`src/rtl/hazard_forward_ctrl.sv`:
```
// Forwarding and interlock controller for the pipelined KGP-RISC core.
// Selects EX operand sources, detects load-use and multi-cycle-unit hazards, and counts stall cycles.
module hazard_forward_ctrl #(
  parameter int REG_AW      = 5,
  parameter bit ZERO_REG_EN = 1'b1,
  parameter int MC_LAT      = 4,
  parameter int STALL_CNT_W = 16
) (
  input  logic                   clk,
  input  logic                   rst,
  input  logic [REG_AW-1:0]      id_rs,
  input  logic [REG_AW-1:0]      id_rt,
  input  logic [REG_AW-1:0]      id_rd,
  input  logic                   id_regwrite,
  input  logic                   id_mc_start,
  input  logic [REG_AW-1:0]      id_ex_rs,
  input  logic [REG_AW-1:0]      id_ex_rt,
  input  logic [REG_AW-1:0]      id_ex_rd,
  input  logic                   id_ex_regwrite,
  input  logic                   id_ex_memread,
  input  logic [REG_AW-1:0]      ex_mem_rd,
  input  logic                   ex_mem_regwrite,
  input  logic [REG_AW-1:0]      mem_wb_rd,
  input  logic                   mem_wb_regwrite,
  output logic [1:0]             forwardA,
  output logic [1:0]             forwardB,
  output logic                   stall,
  output logic                   flush_id_ex,
  output logic                   mc_busy,
  output logic                   mc_done,
  output logic [REG_AW-1:0]      mc_rd,
  output logic [STALL_CNT_W-1:0] stall_count
);

  typedef enum logic {IDLE, BUSY} mc_state_e;

  localparam logic [3:0] MC_RELOAD = 4'(MC_LAT - 1);

  mc_state_e               state_q, state_d;
  logic [3:0]              cnt_q, cnt_d;
  logic [REG_AW-1:0]       mc_rd_q, mc_rd_d;
  logic [STALL_CNT_W-1:0]  stall_cnt_q, stall_cnt_d;

  logic loadUse, mcStruct, mcRaw, mcWaw, mcBlock, hazard, accept;

  // Register 0 is hard-wired in the regfile, so it never matches when ZERO_REG_EN is set.
  function automatic logic regMatch(input logic [REG_AW-1:0] a, input logic [REG_AW-1:0] b);
    return (a == b) && (!ZERO_REG_EN || (a != '0));
  endfunction

  always_comb begin
    forwardA = 2'b00;
    forwardB = 2'b00;
    if (!rst) begin
      if (ex_mem_regwrite && regMatch(ex_mem_rd, id_ex_rs))
        forwardA = 2'b10;
      else if (mem_wb_regwrite && regMatch(mem_wb_rd, id_ex_rs))
        forwardA = 2'b01;
      if (ex_mem_regwrite && regMatch(ex_mem_rd, id_ex_rt))
        forwardB = 2'b10;
      else if (mem_wb_regwrite && regMatch(mem_wb_rd, id_ex_rt))
        forwardB = 2'b01;
    end
  end

  // The mc_done cycle releases interlocks: the result is written through to the regfile.
  assign mc_done  = !rst && (state_q == BUSY) && (cnt_q == 4'd0);
  assign mcBlock  = (state_q == BUSY) && !mc_done;
  assign loadUse  = id_ex_memread && id_ex_regwrite &&
                    (regMatch(id_ex_rd, id_rs) || regMatch(id_ex_rd, id_rt));
  assign mcStruct = id_mc_start && mcBlock;
  assign mcRaw    = mcBlock && (regMatch(mc_rd_q, id_rs) || regMatch(mc_rd_q, id_rt));
  assign mcWaw    = mcBlock && id_regwrite && regMatch(mc_rd_q, id_rd);
  assign hazard   = loadUse || mcStruct || mcRaw || mcWaw;

  assign stall       = !rst && hazard;
  assign flush_id_ex = stall;
  assign accept      = !rst && id_mc_start && !stall;

  always_comb begin
    state_d = state_q;
    cnt_d   = cnt_q;
    mc_rd_d = mc_rd_q;
    case (state_q)
      IDLE: begin
        if (accept) begin
          state_d = BUSY;
          cnt_d   = MC_RELOAD;
          mc_rd_d = id_rd;
        end
      end
      BUSY: begin
        if (mc_done) begin
          if (accept) begin
            cnt_d   = MC_RELOAD;
            mc_rd_d = id_rd;
          end else begin
            state_d = IDLE;
          end
        end else begin
          cnt_d = cnt_q - 4'd1;
        end
      end
      default: state_d = IDLE;
    endcase
  end

  always_comb begin
    stall_cnt_d = stall_cnt_q;
    if (stall && (stall_cnt_q != '1))
      stall_cnt_d = stall_cnt_q + STALL_CNT_W'(1);
  end

  always_ff @(posedge clk) begin
    if (rst) begin
      state_q     <= IDLE;
      cnt_q       <= 4'd0;
      mc_rd_q     <= '0;
      stall_cnt_q <= '0;
    end else begin
      state_q     <= state_d;
      cnt_q       <= cnt_d;
      mc_rd_q     <= mc_rd_d;
      stall_cnt_q <= stall_cnt_d;
    end
  end

  assign mc_busy     = (state_q == BUSY);
  assign mc_rd       = mc_rd_q;
  assign stall_count = stall_cnt_q;

endmodule

```
`config.mk`:
```
export PLATFORM = sky130hd
export DESIGN_NAME = hazard_forward_ctrl
export DESIGN_NICKNAME = d
export VERILOG_FILES = /design/src/rtl/hazard_forward_ctrl.sv
export SDC_FILE = /design/constraint.sdc
export NUM_CORES = 1
export LEC_CHECK = 0
export BUFFER_PORTS_ARGS = -buffer_cell sky130_fd_sc_hd__buf_2
export CORE_ASPECT_RATIO = 2
export CORE_MARGIN = 1
export CORE_UTILIZATION = 44
export DETAILED_ROUTE_END_ITERATION = 12
export HOLD_SLACK_MARGIN = 0.12
export PLACE_DENSITY = 0.79
export SLEW_MARGIN = 20
export SYNTH_ARGS = -nofsm -noshare
export SYNTH_HDL_FRONTEND = slang
export SYNTH_SLANG_ARGS = --single-unit
```
`constraint.sdc`:
```
create_clock -name clk -period 2.1 [get_ports clk]
set_clock_uncertainty 0.05 [all_clocks]
set_input_delay 0.105 -clock clk [delete_from_list [all_inputs] [get_ports clk]]
set_output_delay 0.105 -clock clk [all_outputs]
set_load 0.02 [all_outputs]
```
* After elaboration in Yosys (flattened, before gate mapping) *
Cells that the tools add are included.

storage, ports and cells
  ROM bits = 0
  bits of input ports = 48
  memories kept = 0
  register bits after elaboration = 26
  bits in writable memories = 0
  latch bits = 0
  output and inout port bits = 29
  word-level logic and storage cells = 72

operators by class
  multiply operators = 0
  eq/ne operators = 11
  shift operators = 0
  div/mod/pow operators = 0
  $add $sub $neg = 2
  $lt $le $gt $ge = 0
  bitwise gates (word level) = 1
  reductions and logical operators = 39
  muxes and demuxes = 15

operators by type and width
  kind                     count
  $eq A5 B5 Y1             9
  $logic_and A1 B1 Y1      26
  $reduce_bool A5 Y1       4
  $add A16 B1 Y16 const B  1
  $ne A16 B16 Y1 const B   1
  $mux W5                  2
  $pmux W5 S2              1
  $mux W2                  4
  $mux W4                  2
  $pmux W4 S2              1
  $logic_or A1 B1 Y1       5
  $logic_not A4 Y1         1
  $mux W1                  4
  $sub A4 B1 Y4 const B    1
  $logic_not A1 Y1         3
  $ne A2 B2 Y1 const B     1
  $pmux W1 S2              1
  $not A1 Y1               1

* Longest topological paths before layout *
Gate-level depths: netlist (run 1).

  depth after elaboration = 15
  mapped depth = 9
  gate-level depth less buffers = 8

* Worst setup path after synthesis (run 1) *
Ideal clock, no wire load.

  kind = register to register
  start = register mc_rd_q[0] (netlist: mc_rd[0])
  end = register stall_cnt_q[11] (netlist: stall_count[11])
  cell stages (with the launch flop) = 9
  required time = 1927 ps
  library setup time = 123 ps
  arrival time = 2148 ps
  slack = -221 ps
  clock period less this slack = 2321 ps
  path buffers = 1
  path through = dfxtp_1 > or4_4 > nor2_4 > nor4_2 > o31ai_4 > a21oi_2 > buf_6 > nand3_2 > mux2_1

on the way
  cells in the longest elaborated chain, start to end = 8
  elaborated cells between the ends (all ways) = 14
  those cells by class = eq/ne (3); reduce/logical (11)

ends and longest elaborated chain
  item                                                line  source
  start: declaration                                  41    logic [REG_AW-1:0] mc_rd_q, mc_rd_d;
  start signal: assignment                            123   mc_rd_q <= mc_rd_d;
  $eq A5 B5 Y1 or $reduce_bool A5 Y1 (tied branches)  48    return (a == b) && (!ZERO_REG_EN || (a != '0));
  $logic_and A1 B1 Y1                                 48
  $logic_or A1 B1 Y1                                  72    assign mcRaw = mcBlock && (regMatch(mc_rd_q, id_rs) || regMatch(mc_rd_q, id_rt));
  $logic_and A1 B1 Y1                                 72
  $logic_or A1 B1 Y1                                  74    assign hazard = loadUse || mcStruct || mcRaw || mcWaw;
  $logic_or A1 B1 Y1 *                                74
  $logic_and A1 B1 Y1 *                               76    assign stall = !rst && hazard;
  $logic_and A1 B1 Y1 *                               110   if (stall && (stall_cnt_q != '1))
  end signal: assignment                              124   stall_cnt_q <= stall_cnt_d;
  end: declaration                                    42    logic [STALL_CNT_W-1:0] stall_cnt_q, stall_cnt_d;

Every way passes the cells marked *; elsewhere a longest branch is shown, timed or not.
A chain may end at the register's enable or synchronous reset.

* Worst setup path in the final report (run 1) *
  start = register mc_rd_q[2] (netlist: mc_rd[2])
  end = register stall_cnt_q[9] (netlist: stall_count[9])

Same word-level chain as after synthesis.

==> results of run 1 <==
==> flip-flops by register name, summed over array words and instances (netlist names) <==
name and cells:
stall_count 16, mc_rd 5, cnt_q 4, mc_busy 1
==> per-layer routing <==
metal,routed length (um),track usage [%],vias to the layer above
met5,0,0,-
met4,246,17.6,0
met3,183,3.32,18
met2,3390,50.1,60
met1,1950,21.9,982
li1,-,-,1001
==> per-stage QoR <==
stage | power (mW) | setup TNS, ns
6_report | 1.28 | -1.90
3_3_place_gp | 0.890 | -0.933
2_1_floorplan | 0.746 | -0.753
5_1_grt | 1.34 | -3.04
4_1_cts | 1.25 | -2.46
3_5_place_dp | 0.900 | -1.89
==> cells by family (layout without fill, tap and decap cells) <==
group	after synthesis	after routing	synth area share, %
mux	6	6	3.41
simple gates	90	90	26.0
flops	26	26	26.8
compound gates	36	36	15.0
fa+ha+maj	3	3	1.93
xor+xnor	49	49	22.1
buf+inv	22	119	4.89
==> timing repair <==
item,in CTS,in global routing
buffers inserted,2,0
hold buffers,6,0
cloned,0,0
setup endpoints to repair,18,18
pin swaps,6,9
resized for setup,13,24
endpoints found under the hold margin,6,0
==> final timing paths <==
check        slack, ns  depth (start not counted)              to      from
min reg2reg       0.49                          2        cnt_q[0]  cnt_q[0]
min               0.32                          3  stall_count[0]       rst
max              -0.20                          8  stall_count[9]  mc_rd[2]
max reg2reg      -0.20                          8  stall_count[9]  mc_rd[2]
==> cells in the final DEF, fill, tap and decap left out, types with 2 or more instances in the layout <==
| master | Yosys | layout |
|---|---|---|
| clkbuf_8 | 0 | 4 |
| buf_6 | 1 | 5 |
| nor2_1 | 19 | 19 |
| nand4_1 | 2 | 2 |
| nand2_1 | 10 | 9 |
| nor3_1 | 6 | 5 |
| nand3b_1 | 5 | 5 |
| nand2b_1 | 3 | 3 |
| and2_1 | 3 | 3 |
| nand3_1 | 17 | 14 |
| dfxtp_1 | 26 | 19 |
| a21o_1 | 5 | 5 |
| or4_1 | 3 | 3 |
| nand3_2 | 1 | 4 |
| mux2_4 | 0 | 4 |
| ha_1 | 3 | 3 |
| o21ai_0 | 7 | 7 |
| a21oi_2 | 3 | 3 |
| nor4_1 | 4 | 4 |
| dlygate4sd3_1 | 0 | 6 |
| nor2b_1 | 5 | 5 |
| a21oi_1 | 7 | 4 |
| xor2_1 | 13 | 13 |
| buf_4 | 1 | 16 |
| and3_1 | 4 | 4 |
| a31oi_1 | 2 | 2 |
| inv_1 | 14 | 13 |
| a21oi_4 | 0 | 3 |
| xnor2_1 | 36 | 32 |
| dfxtp_2 | 0 | 6 |
| buf_2 | 0 | 74 |
| xnor2_2 | 0 | 3 |
==> worst reg2reg max path: stages (launching register included) <==
cell	delay [ns]
dfxtp_2	0.33
or4_4	0.55
nor2_4	0.18
nor4_4	0.08
o31ai_4	0.29
buf_6	0.17
a21oi_4	0.08
nand4_1	0.16
mux2_4	0.31
==> power breakdown <==
part / switching, mW / internal (mW) / leakage (nW)
Combinational: 0.217 / 0.200 / 0.945
Clock: 0.160 / 0.168 / 0.0288
Sequential: 0.0194 / 0.513 / 0.214
==> area by class of cell <==
| type | instances | area [sq um] |
|---|---|---|
| Fill cell | 349 | 1380 |
| Tap cell | 52 | 65.1 |
| Clock buffer | 4 | 55.1 |
| Timing Repair Buffer | 101 | 607 |
| Sequential cell | 26 | 532 |
| Inverter | 14 | 52.6 |
| Multi-Input combinational cell | 184 | 1480 |
==> reports/qor.txt, run 1 <==
Finished Core Util - 67.0%
Worst hold slack - 0.319 ns
I/O pin cnt - 77
Initial Utilization - 46.7%
Core Region - 4170 sq um
Post-layout instance area - 2800 sq um
Post-route DRC - 0
Crit path cell chain - or4_4, nor2_4, nor4_4, o31ai_4, buf_6, a21oi_4, nand4_1, mux2_4
Post-Synthesis Cell Area - 1950 sq um
Max-Cap Viols - 0
CTS tree - done
Largest stage delay, worst path - 0.55 ns
Routability Congestion - 0.869
Yosys warns - 0
Setup Viol. Count Final - 16
Synth area leaders - dfxtp_1 27%, xnor2_1 16%, xor2_1 5.9%, nand3_1 4.4%, nor2_1 3.7%
Worst Tran Pin Value - 0.664 ns
CP top delay family - simple AND/OR/NAND/NOR gates
Yosys cell types - 49
Number of synthesized register bits - 26
CP Capture Type - flop
Post-Syn Nets - 283
Syn Area/Cell - 8.39 sq um
Run status - finished with violations
Ant diodes - 0
Post-synth top area share - 26.8%
Hold crit path type - primary input to flop
# port buffers - 76
Largest net degree at the start of global routing - 36
Final slew viol count - 0
Cell count after synthesis - 232
Htree depth - 1
Post-route ant nets - 0
Final period util - 110%
Die width - 49.0 um
CTS sink cnt - 26
Layout cell share with drive strength beyond 1 - 42.6%
Worst setup margin - -0.204 ns
Main flop type after synthesis - dfxtp_1
CP Buf/Inv Count - 1
Failing checks - setup timing
GRT overflow - 0
Max_slew headroom - 55.4%
Number of synthesized flops with an enable pin - 0
Final hold vios - 0
Number of global-route vias before repair - 2027
Worst-path fanout max - 5
Synth area leader - dfxtp_1
Final layout net count - 381
VDD IR max - 0.000413 V
Fmax - 0.434 GHz
RSZ-0062 raised after global routing - yes
Pre-CTS WS - -0.206 ns
Time the worst path needs with I/O delays and setup - 2.30 ns
Final HPWL DP - 4.42 mm
Via count - 2061
Synth-to-Final Area Change - 43.7%
CTS clk-pin slew, worst paths - 0.09 ns
Worst-skew pair later-pin latency - 0.27 ns
Drt initial violations - 41
Non-Filler Instances - 381
Initial antenna violation count - 0
Arrival @ worst endpoint - 2.42 ns
LEAKAGE - 1.19 nW
Crit path kind - flop to flop
Post-synthesis sequential area ratio - 26.8%
Dpl cell area - 2490 sq um
Die height - 96.0 um
First-pass GRT wire length - 8.97 mm
Ys async rst share - 0%
Pre-antenna DRT Iters - 4
Count leader, synth - xnor2_1
Die Footprint - 4710 sq um
Worst setup SP type - flop
Routed WL per cell - 15.1 um
CP max stage cell - or4_4
GR Util All Layers - 24.9%
Data required time of the worst path - 2.22 ns
Via density - 5.41
Total Routed Length - 5.76 mm
Inserted Clock Buffers - 3
Synth cell count leaders - 36 x xnor2_1, 26 x dfxtp_1, 19 x nor2_1
Dpl cells - 370
Worst-case clock buffer depth - 2
Root buffer cell - clkbuf_8
Pwr dens - 457 nW/um^2
# rows - 33
(Power assumes the default switching activity.)
==> run 2, diff against run 1 <==
--- a/config.mk
+++ b/config.mk
@@ -5,13 +5,14 @@
 export SDC_FILE = /design/constraint.sdc
 export NUM_CORES = 1
 export LEC_CHECK = 0
+export ABC_AREA = 1
 export BUFFER_PORTS_ARGS = -buffer_cell sky130_fd_sc_hd__buf_2
 export CORE_ASPECT_RATIO = 2
 export CORE_MARGIN = 1
-export CORE_UTILIZATION = 44
+export CORE_UTILIZATION = 50
 export DETAILED_ROUTE_END_ITERATION = 12
 export HOLD_SLACK_MARGIN = 0.12
-export PLACE_DENSITY = 0.79
+export PLACE_DENSITY = 0.82
 export SLEW_MARGIN = 20
 export SYNTH_ARGS = -nofsm -noshare
 export SYNTH_HDL_FRONTEND = slang
==> constraint.sdc (replaced) <==
create_clock -name clk -period 2.7 [get_ports clk]
set_clock_uncertainty 0.05 [all_clocks]
set_input_delay 0.135 -clock clk [delete_from_list [all_inputs] [get_ports clk]]
set_output_delay 0.135 -clock clk [all_outputs]
set_load 0.02 [all_outputs]
==> reports/qor.txt, run 2 <==
Run status - completed
Yosys warns - 0 (unchanged)
Post-Synthesis Cell Area - 2320 sq um (+19%)
Busiest grt layer - met2
Syn Area/Cell - 6.43 sq um (-23%)
Largest net degree at the start of global routing - 29 (-19%)
Final hold vios - 0 (unchanged)
CTS sink cnt - 26 (unchanged)
Routed WL per cell - 12.5 um (-17%)
Die width - 50.2 um (+2.4%)
Initial Utilization - 53.0% (+6.3 points)
CTS tree - done
Final period util - 80.4%
Die Footprint - 4930 sq um (+4.8%)
Drt initial violations - 38 (-7.3%)
Ys async rst share - 0% (unchanged)
Post-route ant nets - 0 (unchanged)
Count leader, synth - nand2_1
Via density - 5.27 (-2.6%)
Worst reg2reg endpoint - mc_rd[4]
Synth area leaders - dfxtp_1 22%, nand2_1 14%, inv_1 7.6%, nor2_1 6.6%, nand4_1 5.9%
Max_slew headroom - 64.6% (+9.2 points)
Worst-case clock buffer depth - 2 (unchanged)
Highest-count cells in the layout ignoring fill and taps - 89 x nand2_1, 76 x buf_2, 47 x inv_1, 41 x nor2_1, 26 x dfxtp_1
Reg area - 520 sq um (-2.1%)
Met2 track demand over resource - 53.3% (+3.2 points)
Inserted Clock Buffers - 3 (unchanged)
Critical path endpoint - flush_id_ex
Post-synthesis sequential area ratio - 22.4% (-4.3 points)
FF-to-FF path depth - 9 (+1)
CTS clk-pin slew, worst paths - 0.09 ns (about the same)
Yosys cell types - 38 (-22%)
Crit path kind - flop to output pin
Root buffer cell - clkbuf_8
Hold crit path type - primary input to flop
Synth area leader - dfxtp_1
Setup Viol. Count Final - 0 (-16)
Main flop type after synthesis - dfxtp_1
Crit. Startpoint - cnt_q[0]
LEAKAGE - 1.40 nW (+18%)
Worst-path fanout max - 17 (+12)
Max reg flops - 16 (unchanged)
VDD IR max - 0.000234 V (-43%)
Final HPWL DP - 4.96 mm (+12%)
Initial antenna violation count - 0 (unchanged)
Worst Tran Pin Value - 0.529 ns (-0.134 ns)
Total Routed Length - 6.15 mm (+6.8%)
Pwr dens - 333 nW/um^2 (-27%)
Worst hold slack - 0.191 ns (-0.128 ns)
Area of the multi-input gates - 1530 sq um (+3.4%)
Post CTS Setup Buffer Count - 0 (-2)
Met3 usage - 1.56% (-1.8 points)
Fmax - 0.461 GHz
Worst flop-to-flop path startpoint - cnt_q[0]
Data required time of the worst path - 2.52 ns (+0.30 ns)
Number of synthesized flops with an enable pin - 0 (unchanged)
Post-synth top area share - 22.4% (-4.3 points)
Finished Core Util - 64.2% (-2.9 points)
Setup TNS - 0 ns (+1.90 ns)
First-pass GRT wire length - 10.2 mm (+14%)
Slack of the worst reg-to-reg path - 0.67 ns (+0.87 ns)
Core Region - 4380 sq um (+5.1%)
Arrival @ worst endpoint - 1.99 ns (-0.43 ns)
Via count - 2591 (+26%)
Synth-to-Final Area Change - 21.1%
Layout cell share with drive strength beyond 1 - 26.5% (-16 points)
Fillers - 443 (+27%)
I/O pin cnt - 77 (unchanged)
Non-Filler Instances - 492 (+29%)
# rows - 34 (+3.0%)
# resized after CTS - 0 (-13)
Total power - 0.936 mW (-27%)
Grt met1 use - 23.9% (+2.0 points)
GRT overflow - 0 (unchanged)
Post-route DRC - 0 (unchanged)
Htree depth - 1 (unchanged)
Number of synthesized register bits - 26 (unchanged)
# port buffers - 76 (unchanged)
Die height - 98.4 um (+2.4%)
GR Util All Layers - 26.5% (+1.6 points)
Time the worst path needs with I/O delays and setup - 2.17 ns
Routability Congestion - 0.939 (+8.0%)
Max-Cap Viols - 0 (unchanged)
Synth cell count leaders - 89 x nand2_1, 47 x inv_1, 41 x nor2_1
Commonest non-fill, non-tap cell in the layout - nand2_1
Cell count after synthesis - 361 (+56%)
Ant diodes - 0 (unchanged)
Dpl cells - 483 (+31%)
Pre-antenna DRT Iters - 4 (unchanged)
CP Capture Type - output pin
Post-Syn Nets - 412 (+46%)
Worst setup SP type - flop
Final slew viol count - 0 (unchanged)
RSZ-0062 raised after global routing - no
Final layout net count - 490 (+29%)
Number of global-route vias before repair - 2534 (+25%)
Worst-skew pair later-pin latency - 0.28 ns (about the same)
run 2: cell count changes after synthesis, sizes merged, moves of 11 or more:
cell / previous run / this run
nor2: 20 / 45
xnor2: 36 / 15
a21oi: 10 / 21
nand2: 10 / 99
inv: 14 / 51
nand4: 2 / 23
run 2: cell type report:
type                    instances  share of cell area, %
clock buffers                   4                   1.96
inverters                      51                   6.99
multi-input cells             275                   54.6
flip-flops and latches         26                   18.5
well taps                      54                   2.40
repair buffers                 82                   15.6
run 2: kinds of logic (layout without fill, tap and decap cells):
group                    after synthesis  count (layout)  share of synthesized area [%]
AO/OA/AOI/OAI                         41              41                           11.5
buffers and inverters                 60             137                           11.5
XOR/XNOR                              29              29                           10.9
AND/OR/NAND/NOR                      202             202                           42.0
flip-flops                            26              26                           22.4
adder cells (fa/ha/maj)                3               3                           1.62
run 2: metal layers:
metal,part of all wire [%],up-vias,wire (um)
met5,0,-,0
met3,4.2,19,258
met2,58,96,3560
li1,-,1322,-
met4,3.4,0,210
met1,35,1154,2130
run 2: repair_timing:
item	CTS	global route
hold buffers	5	0
endpoints found under the hold margin	5	0
endpoints found under the setup margin	0	0
run 2: worst max-delay path, cell delays in order, from the launching register on:
cell and delay [ns]:
dfxtp_1 0.30, inv_1 0.14, ha_1 0.17, nand2_1 0.06
nor2_2 0.09, nand3_2 0.10, nand2_4 0.14, inv_2 0.08
nand2_2 0.09, nand3_4 0.19, nand2_1 0.11, inv_1 0.06
buf_2 0.16
run 2: how the worst min path moves through the flow:
stage | depth (start not counted) | slack [ns] | startpoint | to
2_1_floorplan | 2 | 0.25 | id_rd[1] | mc_rd[1]
3_3_place_gp | 3 | 0.38 | id_rd[1] | mc_rd[1]
3_5_place_dp | 3 | 0.38 | id_rd[1] | mc_rd[1]
4_1_cts | 4 | 0.19 | rst | stall_count[0]
5_1_grt | 4 | 0.21 | rst | stall_count[0]
6_report | 4 | 0.19 | rst | stall_count[0]
run 2: metrics by stage:
| step | setup WS [ns] | cell area, sq um |
|---|---|---|
| after floorplan | 0.929 | 2320 |
| after global placement | 0.775 | 2710 |
| after detailed placement | 0.668 | 2710 |
| after CTS | 0.523 | 2810 |
| after global routing | 0.317 | 2810 |
| final | 0.530 | 2810 |
run 2: power breakdown:
group          internal, mW  switching (mW)  leakage [nW]
clock network         0.131           0.127        0.0288
registers             0.397          0.0155         0.211
logic                 0.103           0.163          1.16
total                 0.631           0.305          1.40
